[src/rtl/simon_pkg.sv]
// Shared types and constants for the Simon game controller.
// Holds the FSM state enum, the one-hot colours and the default tick counts.
package simon_pkg;

  typedef enum logic [3:0] {
    IDLE, PRE_GAP, SETTLE_S, SHOW_ON, SHOW_OFF, SETTLE_P, WAIT_IN, WIN, LOSE
  } state_e;

  localparam logic [3:0] COL_NONE   = 4'b0000;
  localparam logic [3:0] COL_RED    = 4'b0001;
  localparam logic [3:0] COL_GREEN  = 4'b0010;
  localparam logic [3:0] COL_BLUE   = 4'b0100;
  localparam logic [3:0] COL_YELLOW = 4'b1000;
  localparam logic [3:0] COL_ALL    = 4'b1111;

  localparam int DEF_ON_TICKS      = 50_000_000;
  localparam int DEF_OFF_TICKS     = 25_000_000;
  localparam int DEF_TIMEOUT_TICKS = 250_000_000;
  localparam int DEF_MAX_ROUND     = 16;
  localparam int DEF_TW            = 28;

  // Maps a 2-bit colour code onto its one-hot LED/button pattern.
  function automatic logic [3:0] colour(input logic [1:0] c);
    case (c)
      2'd0:    colour = COL_RED;
      2'd1:    colour = COL_GREEN;
      2'd2:    colour = COL_BLUE;
      default: colour = COL_YELLOW;
    endcase
  endfunction

endpackage

[src/rtl/simon_timer.sv]
// Loadable down-counter: a load of K keeps done_o low for K-1 cycles and
// raises it on the K-th, so the owning state lasts exactly K cycles.
module simon_timer #(
  parameter int TW = 28
) (
  input  logic          clk,
  input  logic          rst_n,
  input  logic          load_i,
  input  logic [TW-1:0] load_val_i,
  output logic          done_o
);

  logic [TW-1:0] cnt_q;

  always_ff @(posedge clk or negedge rst_n) begin
    if (!rst_n)             cnt_q <= '0;
    else if (load_i)        cnt_q <= load_val_i;
    else if (cnt_q != '0)   cnt_q <= cnt_q - TW'(1);
  end

  assign done_o = (cnt_q <= TW'(1));

endmodule

[src/rtl/simon_controller.sv]
// Simon game-flow FSM: drives the sequence generator strobes, plays the
// sequence on the LEDs and checks the player's presses round by round.
module simon_controller
  import simon_pkg::*;
#(
  parameter int ON_TICKS      = DEF_ON_TICKS,
  parameter int OFF_TICKS     = DEF_OFF_TICKS,
  parameter int TIMEOUT_TICKS = DEF_TIMEOUT_TICKS,
  parameter int MAX_ROUND     = DEF_MAX_ROUND,
  parameter int TW            = DEF_TW
) (
  input  logic       clk,
  input  logic       rst_n,
  input  logic       start,
  input  logic [3:0] btn,
  input  logic [3:0] seq,
  output logic       seq_randomize,
  output logic       seq_start_over,
  output logic       seq_next,
  output logic [3:0] led,
  output logic [4:0] round,
  output logic       player_turn,
  output logic       win,
  output logic       lose
);

  localparam logic [TW-1:0] ON_T  = TW'(ON_TICKS);
  localparam logic [TW-1:0] OFF_T = TW'(OFF_TICKS);
  localparam logic [TW-1:0] TO_T  = TW'(TIMEOUT_TICKS);
  localparam logic [4:0]    MAX_R = 5'(MAX_ROUND);

  state_e        state_q, state_d;
  logic [4:0]    idx_q, idx_d, round_q, round_d;
  logic          blink_q, blink_d;
  logic          rand_q, rand_d, so_q, so_d, nx_q, nx_d;
  logic          tmr_load, tmr_done;
  logic [TW-1:0] tmr_val;
  logic          last_elem, hit;

  simon_timer #(.TW(TW)) u_timer (
    .clk       (clk),
    .rst_n     (rst_n),
    .load_i    (tmr_load),
    .load_val_i(tmr_val),
    .done_o    (tmr_done)
  );

  assign last_elem = (idx_q == round_q - 5'd1);
  assign hit       = (btn == seq) && (btn != COL_NONE);

  always_ff @(posedge clk or negedge rst_n) begin
    if (!rst_n) begin
      state_q <= IDLE;
      idx_q   <= '0;
      round_q <= '0;
      blink_q <= 1'b0;
      rand_q  <= 1'b0;
      so_q    <= 1'b0;
      nx_q    <= 1'b0;
    end else begin
      state_q <= state_d;
      idx_q   <= idx_d;
      round_q <= round_d;
      blink_q <= blink_d;
      rand_q  <= rand_d;
      so_q    <= so_d;
      nx_q    <= nx_d;
    end
  end

  always_comb begin
    state_d  = state_q;
    idx_d    = idx_q;
    round_d  = round_q;
    blink_d  = blink_q;
    rand_d   = 1'b0;
    so_d     = 1'b0;
    nx_d     = 1'b0;
    tmr_load = 1'b0;
    tmr_val  = ON_T;
    case (state_q)
      IDLE, WIN, LOSE: begin
        if (state_q != IDLE && tmr_done) begin
          tmr_load = 1'b1;
          blink_d  = ~blink_q;
        end
        if (start) begin
          rand_d   = 1'b1;
          round_d  = 5'd1;
          idx_d    = '0;
          tmr_load = 1'b1;
          tmr_val  = OFF_T;
          state_d  = PRE_GAP;
        end
      end
      PRE_GAP: if (tmr_done) begin
        so_d    = 1'b1;
        idx_d   = '0;
        state_d = SETTLE_S;
      end
      SETTLE_S: begin
        tmr_load = 1'b1;
        state_d  = SHOW_ON;
      end
      SHOW_ON: if (tmr_done) begin
        tmr_load = 1'b1;
        tmr_val  = OFF_T;
        state_d  = SHOW_OFF;
      end
      SHOW_OFF: if (tmr_done) begin
        if (last_elem) begin
          so_d    = 1'b1;
          idx_d   = '0;
          state_d = SETTLE_P;
        end else begin
          nx_d    = 1'b1;
          idx_d   = idx_q + 5'd1;
          state_d = SETTLE_S;
        end
      end
      SETTLE_P: begin
        tmr_load = 1'b1;
        tmr_val  = TO_T;
        state_d  = WAIT_IN;
      end
      WAIT_IN: begin
        // Any press decides this cycle; the timeout only matters when idle.
        if (btn != COL_NONE) begin
          tmr_load = 1'b1;
          if (!hit) begin
            blink_d = 1'b1;
            state_d = LOSE;
          end else if (!last_elem) begin
            nx_d    = 1'b1;
            idx_d   = idx_q + 5'd1;
            tmr_val = TO_T;
            state_d = SETTLE_P;
          end else if (round_q >= MAX_R) begin
            blink_d = 1'b1;
            state_d = WIN;
          end else begin
            round_d = round_q + 5'd1;
            tmr_val = OFF_T;
            state_d = PRE_GAP;
          end
        end else if (tmr_done) begin
          tmr_load = 1'b1;
          blink_d  = 1'b1;
          state_d  = LOSE;
        end
      end
      default: state_d = IDLE;
    endcase
  end

  always_comb begin
    led = COL_NONE;
    case (state_q)
      SHOW_ON: led = seq;
      WAIT_IN: led = btn;
      WIN:     led = blink_q ? COL_ALL : COL_NONE;
      LOSE:    led = blink_q ? seq : COL_NONE;
      default: led = COL_NONE;
    endcase
  end

  assign player_turn    = (state_q == WAIT_IN);
  assign win            = (state_q == WIN);
  assign lose           = (state_q == LOSE);
  assign round          = round_q;
  assign seq_randomize  = rand_q;
  assign seq_start_over = so_q;
  assign seq_next       = nx_q;

endmodule
[config.mk]
export PLATFORM = sky130hd
export DESIGN_NAME = simon_controller
export DESIGN_NICKNAME = d
export VERILOG_FILES = /design/src/rtl/simon_pkg.sv /design/src/rtl/simon_timer.sv /design/src/rtl/simon_controller.sv
export SDC_FILE = /design/constraint.sdc
export NUM_CORES = 1
export LEC_CHECK = 0
export ABC_AREA = 1
export BUFFER_PORTS_ARGS = -buffer_cell sky130_fd_sc_hd__buf_2
export CAP_MARGIN = 20
export CORE_MARGIN = 1
export CORE_UTILIZATION = 55
export DETAILED_ROUTE_END_ITERATION = 8
export GPL_ROUTABILITY_DRIVEN = 0
export PLACE_DENSITY_LB_ADDON = 0.05
export SETUP_SLACK_MARGIN = 0.4
export SYNTH_ARGS = -nofsm -noshare
export SYNTH_HDL_FRONTEND = slang
export SYNTH_SLANG_ARGS = --single-unit
[constraint.sdc]
create_clock -name clk -period 2.3 [get_ports clk]
set_clock_uncertainty 0.2 [all_clocks]
set_input_delay 0.69 -clock clk [delete_from_list [all_inputs] [get_ports clk]]
set_output_delay 0.69 -clock clk [all_outputs]
set_load 0.02 [all_outputs]
==> flow_metrics.env, run 1 <==
export IMPL_status="finished, violations left"
export IMPL_violations="setup timing"
export IMPL_p_leak_nw=2.05
export IMPL_finalHoldViolCount=0
export IMPL_timing_slew_headroom=0.727
export IMPL_start_util=0.567
export IMPL_clk_latency_ns=0.31
export IMPL_path_depth=8
export IMPL_clockBufferDepth=2
export IMPL_drt_iter0_drc=245
export IMPL_finalInstanceArea_um2=4550
export IMPL_overflow=0
export IMPL_ys_ff_latch=46
export IMPL_postSynthAreaPerCell_um2=7.06
export IMPL_num_rows=28
export IMPL_crit_top_cell="nand2_1"
export IMPL_grt_pass1_wl_mm=14.9
export IMPL_yosysTopAreaCellShare=0.345
export IMPL_vias=3522
export IMPL_synth_edff_count=0
export IMPL_timing_rr_end="state_q[0]"
export IMPL_cpPeakStageDelay_ns=0.45
export IMPL_p_per_area_nw_per_um2=1220
export IMPL_cp_end_kind="primary output"
export IMPL_worstPathRequired_ns=1.41
export IMPL_min_period_over_period=1.09
export IMPL_drive_gt1_frac=0.415
export IMPL_numCtsBuffers=5
export IMPL_crit_path_start="state_q[1]"
export IMPL_io_buffers=25
export IMPL_maxSlewViolCount=0
export IMPL_cp_max_fo=4
export IMPL_yosys_area_top_type="dfrtp_1"
export IMPL_cp_arrival_ns=1.62
export IMPL_die_x_um=79.9
export IMPL_cts_root_buf="clkbuf_8"
export IMPL_synth_area_leaders="dfrtp_1, nand2_1, nor2_1"
export IMPL_htreeDepth=2
export IMPL_worstSetupPathType="flop to primary output"
export IMPL_peakVddDrop_mv=0.767
export IMPL_cp_cell_sequence="nor2_2 -> inv_2 -> nor3_4 -> nand2_1 -> nand2_2 -> nand2_1 -> o211ai_1 -> buf_2"
export IMPL_drc=0
export IMPL_cp_slowest_cell="dfrtp_1"
export IMPL_grt_max_degree=47
export IMPL_cp_buffers_inverters=2
export IMPL_routed_via_density=5.62
export IMPL_dp_slack_ns=0.0132
export IMPL_syn_to_final_growth_pct=36.3
export IMPL_cp_top_family="simple AND/OR/NAND/NOR gates"
export IMPL_antenna_cells=0
export IMPL_hold_path_class="input port to asynchronous set/reset pin"
export IMPL_grt_usage=0.301
export IMPL_dieArea_um2=6390
export IMPL_finalCriticalPeriod_ns=2.51
export IMPL_routed_wirelength_mm=9.64
export IMPL_fmax_mhz=398
export IMPL_critPathCapture="led[2]"
export IMPL_finalSetupViolations=5
export IMPL_yosysUniqueCellTypes=35
export IMPL_startpoint_type="flop"
export IMPL_rsz0062_at_grt="true"
export IMPL_cts_hold_buf=0
export IMPL_tightest_slew_ns=0.408
export IMPL_drv_cap=0
export IMPL_tns_ns=-0.945
export IMPL_ys_flop_type="dfrtp_1"
export IMPL_io_pins=26
export IMPL_post_drt_wl_per_cell_um=15.4
export IMPL_synth_cells=473
export IMPL_syn_nets=489
export IMPL_cts_sinks=46
export IMPL_reg2reg_depth=11
export IMPL_die_y_um=79.9
export IMPL_r2r_slack_ns=0.08
export IMPL_synth_most_common_cell="nand2_1"
export IMPL_timing_rr_start="u_timer.cnt_q[11]"
export IMPL_antenna_found_initial=0
export IMPL_place_area_um2=3740
export IMPL_cts_tree="done"
export IMPL_fin_ws_ns=-0.214
export IMPL_ys_warn_count=0
export IMPL_ys_seq_area_frac=0.345
export IMPL_grt_pass1_vias=3284
export IMPL_hpwlAfterDp_mm=5.91
export IMPL_nets=567
export IMPL_synth_top_cells_by_count="nand2_1, nor2_1, inv_1, dfrtp_1, nand3_1"
export IMPL_syn_area_um2=3340
export IMPL_dr_pass1_iters=5
export IMPL_design_core_area_um2=5890
export IMPL_final_util=0.773
export IMPL_postSynth_asyncResetShare=1.00
export IMPL_clkTransAtPathRegs_ns=0.10
export IMPL_ant_nets=0
## sequential cells by signal (all words and copies together) (netlist names)
| signal | flops |
|---|---|
| seq_randomize | 1 |
| round | 5 |
| seq_start_over | 1 |
| u_timer.cnt_q | 28 |
| state_q | 4 |
| idx_q | 5 |
| seq_next | 1 |
| blink_q | 1 |
## logic make-up after synthesis
group                      after synthesis  synth area share
and+or+nand+nor                        274             0.382
AOI/OAI and AO/OA                       53            0.0937
xor gates and xnor gates                32            0.0839
buffers and inverters                   63            0.0768
DFF                                     46             0.345
adders and majority gates                5            0.0187
## metrics by stage
stage          std cells  total power, mW  hold slack [ns]
3_5_place_dp         574             3.90            0.337
6_report             627             5.56            0.148
4_1_cts              612             5.08            0.159
5_1_grt              627             5.93            0.171
2_1_floorplan        473             3.36            0.194
3_3_place_gp         574             3.85            0.326
## layer usage
layer	GRT usage	wire length (µm)	up-vias
met1	0.362	3920	1652
met5	0	0	-
met4	0.109	293	0
met2	0.543	4940	152
li1	-	-	1683
met3	0.0389	486	35
## how the worst min path moves through the flow
stage / end / from
after floorplan: blink_q / rst_n
after global placement: blink_q / blink_q
after detailed placement: u_timer.cnt_q[21] / u_timer.cnt_q[21]
after CTS: u_timer.cnt_q[4] / rst_n
after global routing: u_timer.cnt_q[1] / rst_n
final: state_q[1] / rst_n
## repair_timing
action	in CTS	in global routing
endpoints found under the setup margin	54	54
endpoints found under the hold margin	0	0
gates cloned	1	0
resized for setup	72	45
buffers inserted	29	15
pin swaps	34	29
## worst register-to-register path, stage by stage, from the launching register on
cell and delay [ns]:
dfrtp_1 0.44, nor2_2 0.17, nand2_2 0.10, nor2_4 0.16
buf_4 0.13, nand4_1 0.16, nand2_2 0.18, o21bai_4 0.11
nor2_4 0.25, inv_2 0.09, nand2_1 0.06, o21ai_1 0.05
## where the power goes
| part | total [mW] | switching, mW | internal, mW |
|---|---|---|---|
| Combinational | 3.71 | 2.13 | 1.57 |
| Clock | 0.519 | 0.305 | 0.214 |
| Sequential | 1.34 | 0.256 | 1.08 |
| Total | 5.56 | 2.69 | 2.87 |
## cells in the final DEF, fill, tap and decap left out, types with 3 or more instances in the layout
cell type and count:
buf_2 17, nor2_1 48, dfrtp_1 39, clkbuf_8 5, nand2_1 92, dfrtp_2 7
buf_6 12, nand2_2 22, nand3_1 19, xnor2_1 11, xor2_1 20, nor2_2 18
ha_1 3, nor3_2 5, o21ai_0 3, or2_2 5, o211ai_1 4, nand3_2 3
nor3_1 7, buf_4 45, a21oi_2 18, a21oi_1 5, buf_12 4, nand3_4 4
o21ai_2 6, nor2_4 17, nand2_4 6, o21ai_1 14, nand4_1 22, inv_1 33
inv_2 17
## area by class of cell
cell class | count | area [µm²]
inverters | 54 | 218
fillers | 409 | 1340
clock inverters | 3 | 21.3
flip-flops and latches | 46 | 1160
multi-input cells | 365 | 2350
well taps | 75 | 93.8
repair buffers | 79 | 643
clock buffers | 5 | 68.8
Power figures use the tool's default switching activity.
==> run 2: changes to the inputs <==
--- a/config.mk
+++ b/config.mk
@@ -9,7 +9,7 @@
 export BUFFER_PORTS_ARGS = -buffer_cell sky130_fd_sc_hd__buf_2
 export CAP_MARGIN = 20
 export CORE_MARGIN = 1
-export CORE_UTILIZATION = 55
+export CORE_UTILIZATION = 50
 export DETAILED_ROUTE_END_ITERATION = 8
 export GPL_ROUTABILITY_DRIVEN = 0
 export PLACE_DENSITY_LB_ADDON = 0.05
==> run 2 against run 1 <==
  * Global-route usage decreased by 2.7 points
  * First-iteration DRC count is 30% lower
  * Setup slack better by 0.081 ns
  * Register-to-register slack better by 0.07 ns
  * The flow still finishes with violations (setup timing)
  * Total power is 10% higher
  * Count of clock-buffer cells in the layout is the same
==> flow_metrics.env, run 2 (synthesized netlist as in run 1, its figures left out) <==
export IMPL_status="finished, violations left"
export IMPL_violations="setup timing"
export IMPL_antenna_cells=0
export IMPL_htreeDepth=2
export IMPL_place_area_um2=3770
export IMPL_post_drt_wl_per_cell_um=15.3
export IMPL_grt_pass1_vias=3403
export IMPL_dp_slack_ns=-0.0361
export IMPL_overflow=0
export IMPL_routed_via_density=5.49
export IMPL_grt_usage=0.273
export IMPL_routed_wirelength_mm=9.80
export IMPL_crit_path_start="state_q[2]"
export IMPL_cts_hold_buf=0
export IMPL_die_x_um=83.7
export IMPL_clockBufferDepth=2
export IMPL_io_pins=26
export IMPL_fmax_mhz=411
export IMPL_clk_latency_ns=0.30
export IMPL_antenna_found_initial=0
export IMPL_grt_max_degree=47
export IMPL_hpwlAfterDp_mm=5.95
export IMPL_cp_max_fo=4
export IMPL_syn_to_final_growth_pct=45.8
export IMPL_min_period_over_period=1.06
export IMPL_vias=3523
export IMPL_finalSetupViolations=4
export IMPL_startpoint_type="flop"
export IMPL_hold_path_class="input port to asynchronous set/reset pin"
export IMPL_drive_gt1_frac=0.462
export IMPL_cp_end_kind="primary output"
export IMPL_peakVddDrop_mv=0.909
export IMPL_dieArea_um2=7010
export IMPL_die_y_um=83.7
export IMPL_drc=0
export IMPL_dr_pass1_iters=5
export IMPL_worstSetupPathType="flop to primary output"
export IMPL_drt_iter0_drc=171
export IMPL_cpPeakStageDelay_ns=0.42
export IMPL_nets=580
export IMPL_numCtsBuffers=5
export IMPL_fin_ws_ns=-0.133
export IMPL_ant_nets=0
export IMPL_maxSlewViolCount=0
export IMPL_cp_slowest_cell="dfrtp_1"
export IMPL_timing_slew_headroom=0.731
export IMPL_clkTransAtPathRegs_ns=0.10
export IMPL_cp_cell_sequence="nor2_2 -> inv_2 -> nor2_4 -> inv_1 -> nand2_2 -> nand2_1 -> o211ai_1 -> buf_4"
export IMPL_design_core_area_um2=6390
export IMPL_timing_rr_start="round[0]"
export IMPL_tightest_slew_ns=0.401
export IMPL_p_leak_nw=2.18
export IMPL_drv_cap=0
export IMPL_start_util=0.523
export IMPL_worstPathRequired_ns=1.41
export IMPL_finalCriticalPeriod_ns=2.43
export IMPL_finalHoldViolCount=0
export IMPL_cts_sinks=46
export IMPL_finalInstanceArea_um2=4870
export IMPL_rsz0062_at_grt="true"
export IMPL_largest_register_ffs=28
export IMPL_p_per_area_nw_per_um2=1260
export IMPL_layout_common_cells="nand2_1, buf_4, nor2_1, dfrtp_1, inv_1"
export IMPL_largest_register="u_timer.cnt_q"
export IMPL_cp_buffers_inverters=3
export IMPL_io_buffers=25
export IMPL_cts_root_buf="clkbuf_8"
export IMPL_num_rows=29
export IMPL_cp_arrival_ns=1.54
export IMPL_mostFrequentLayoutCell="nand2_1"
export IMPL_cp_top_family="flip-flops"
export IMPL_cts_tree="done"
export IMPL_grt_pass1_wl_mm=15.5
## run 2: changes by cell type in the layout (fill, tap and decap cells not counted), sizes merged
cell	before	now
buf	78	91
bufinv	0	1
clkinvlp	1	0
## run 2: routing by layer
metal | up-vias | part of all wire | track usage
met4 | 0 | 0.019 | 0.0971
met1 | 1697 | 0.40 | 0.329
met2 | 92 | 0.55 | 0.501
met3 | 21 | 0.030 | 0.0297
met5 | - | 0 | 0
li1 | 1713 | - | -
## run 2: what timing repair did
action	in CTS	in global routing
gates resized for setup	96	60
endpoints found under the setup margin	55	55
pin swaps	36	26
gates cloned	1	0
setup buffers	30	25
## run 2: worst paths after layout
check                                   endpoint  slack, ns  depth (start not counted)
worst max register to register          round[3]       0.15                         11
max in group asynchronous               round[3]       1.50                          2
worst max-delay path                      led[2]      -0.13                          8
worst min-delay path            u_timer.cnt_q[0]       0.15                          2
min in group clk                u_timer.cnt_q[1]       0.36                          2
worst min register to register  u_timer.cnt_q[1]       0.36                          2
## run 2: cell type report
| class | instances | area, µm² |
|---|---|---|
| inverter | 54 | 228 |
| fill | 453 | 1520 |
| timing repair buffer | 92 | 791 |
| sequential | 46 | 1160 |
| tap | 77 | 96.3 |
| clock inverter | 3 | 43.8 |
| clock buffer | 5 | 68.8 |
| multi-input combinational | 365 | 2480 |
## run 2: through the flow
| step | std cells | utilization | hold slack (ns) | setup TNS, ns | total power [mW] |
|---|---|---|---|---|---|
| 4_1_cts | 617 | 0.698 | 0.163 | -0.511 | 5.47 |
| 2_1_floorplan | 473 | - | 0.194 | 0 | 3.36 |
| 5_1_grt | 642 | 0.762 | 0.178 | -0.952 | 6.52 |
| 6_report | 642 | 0.762 | 0.153 | -0.518 | 6.14 |
| 3_3_place_gp | 578 | 0.591 | 0.333 | 0 | 3.92 |
| 3_5_place_dp | 578 | 0.591 | 0.341 | -0.0595 | 3.96 |
## run 2: where the power goes
group          total, mW  internal (mW)  switching [mW]
sequential          1.33           1.08           0.250
clock              0.631          0.326           0.305
combinational       4.17           1.84            2.34
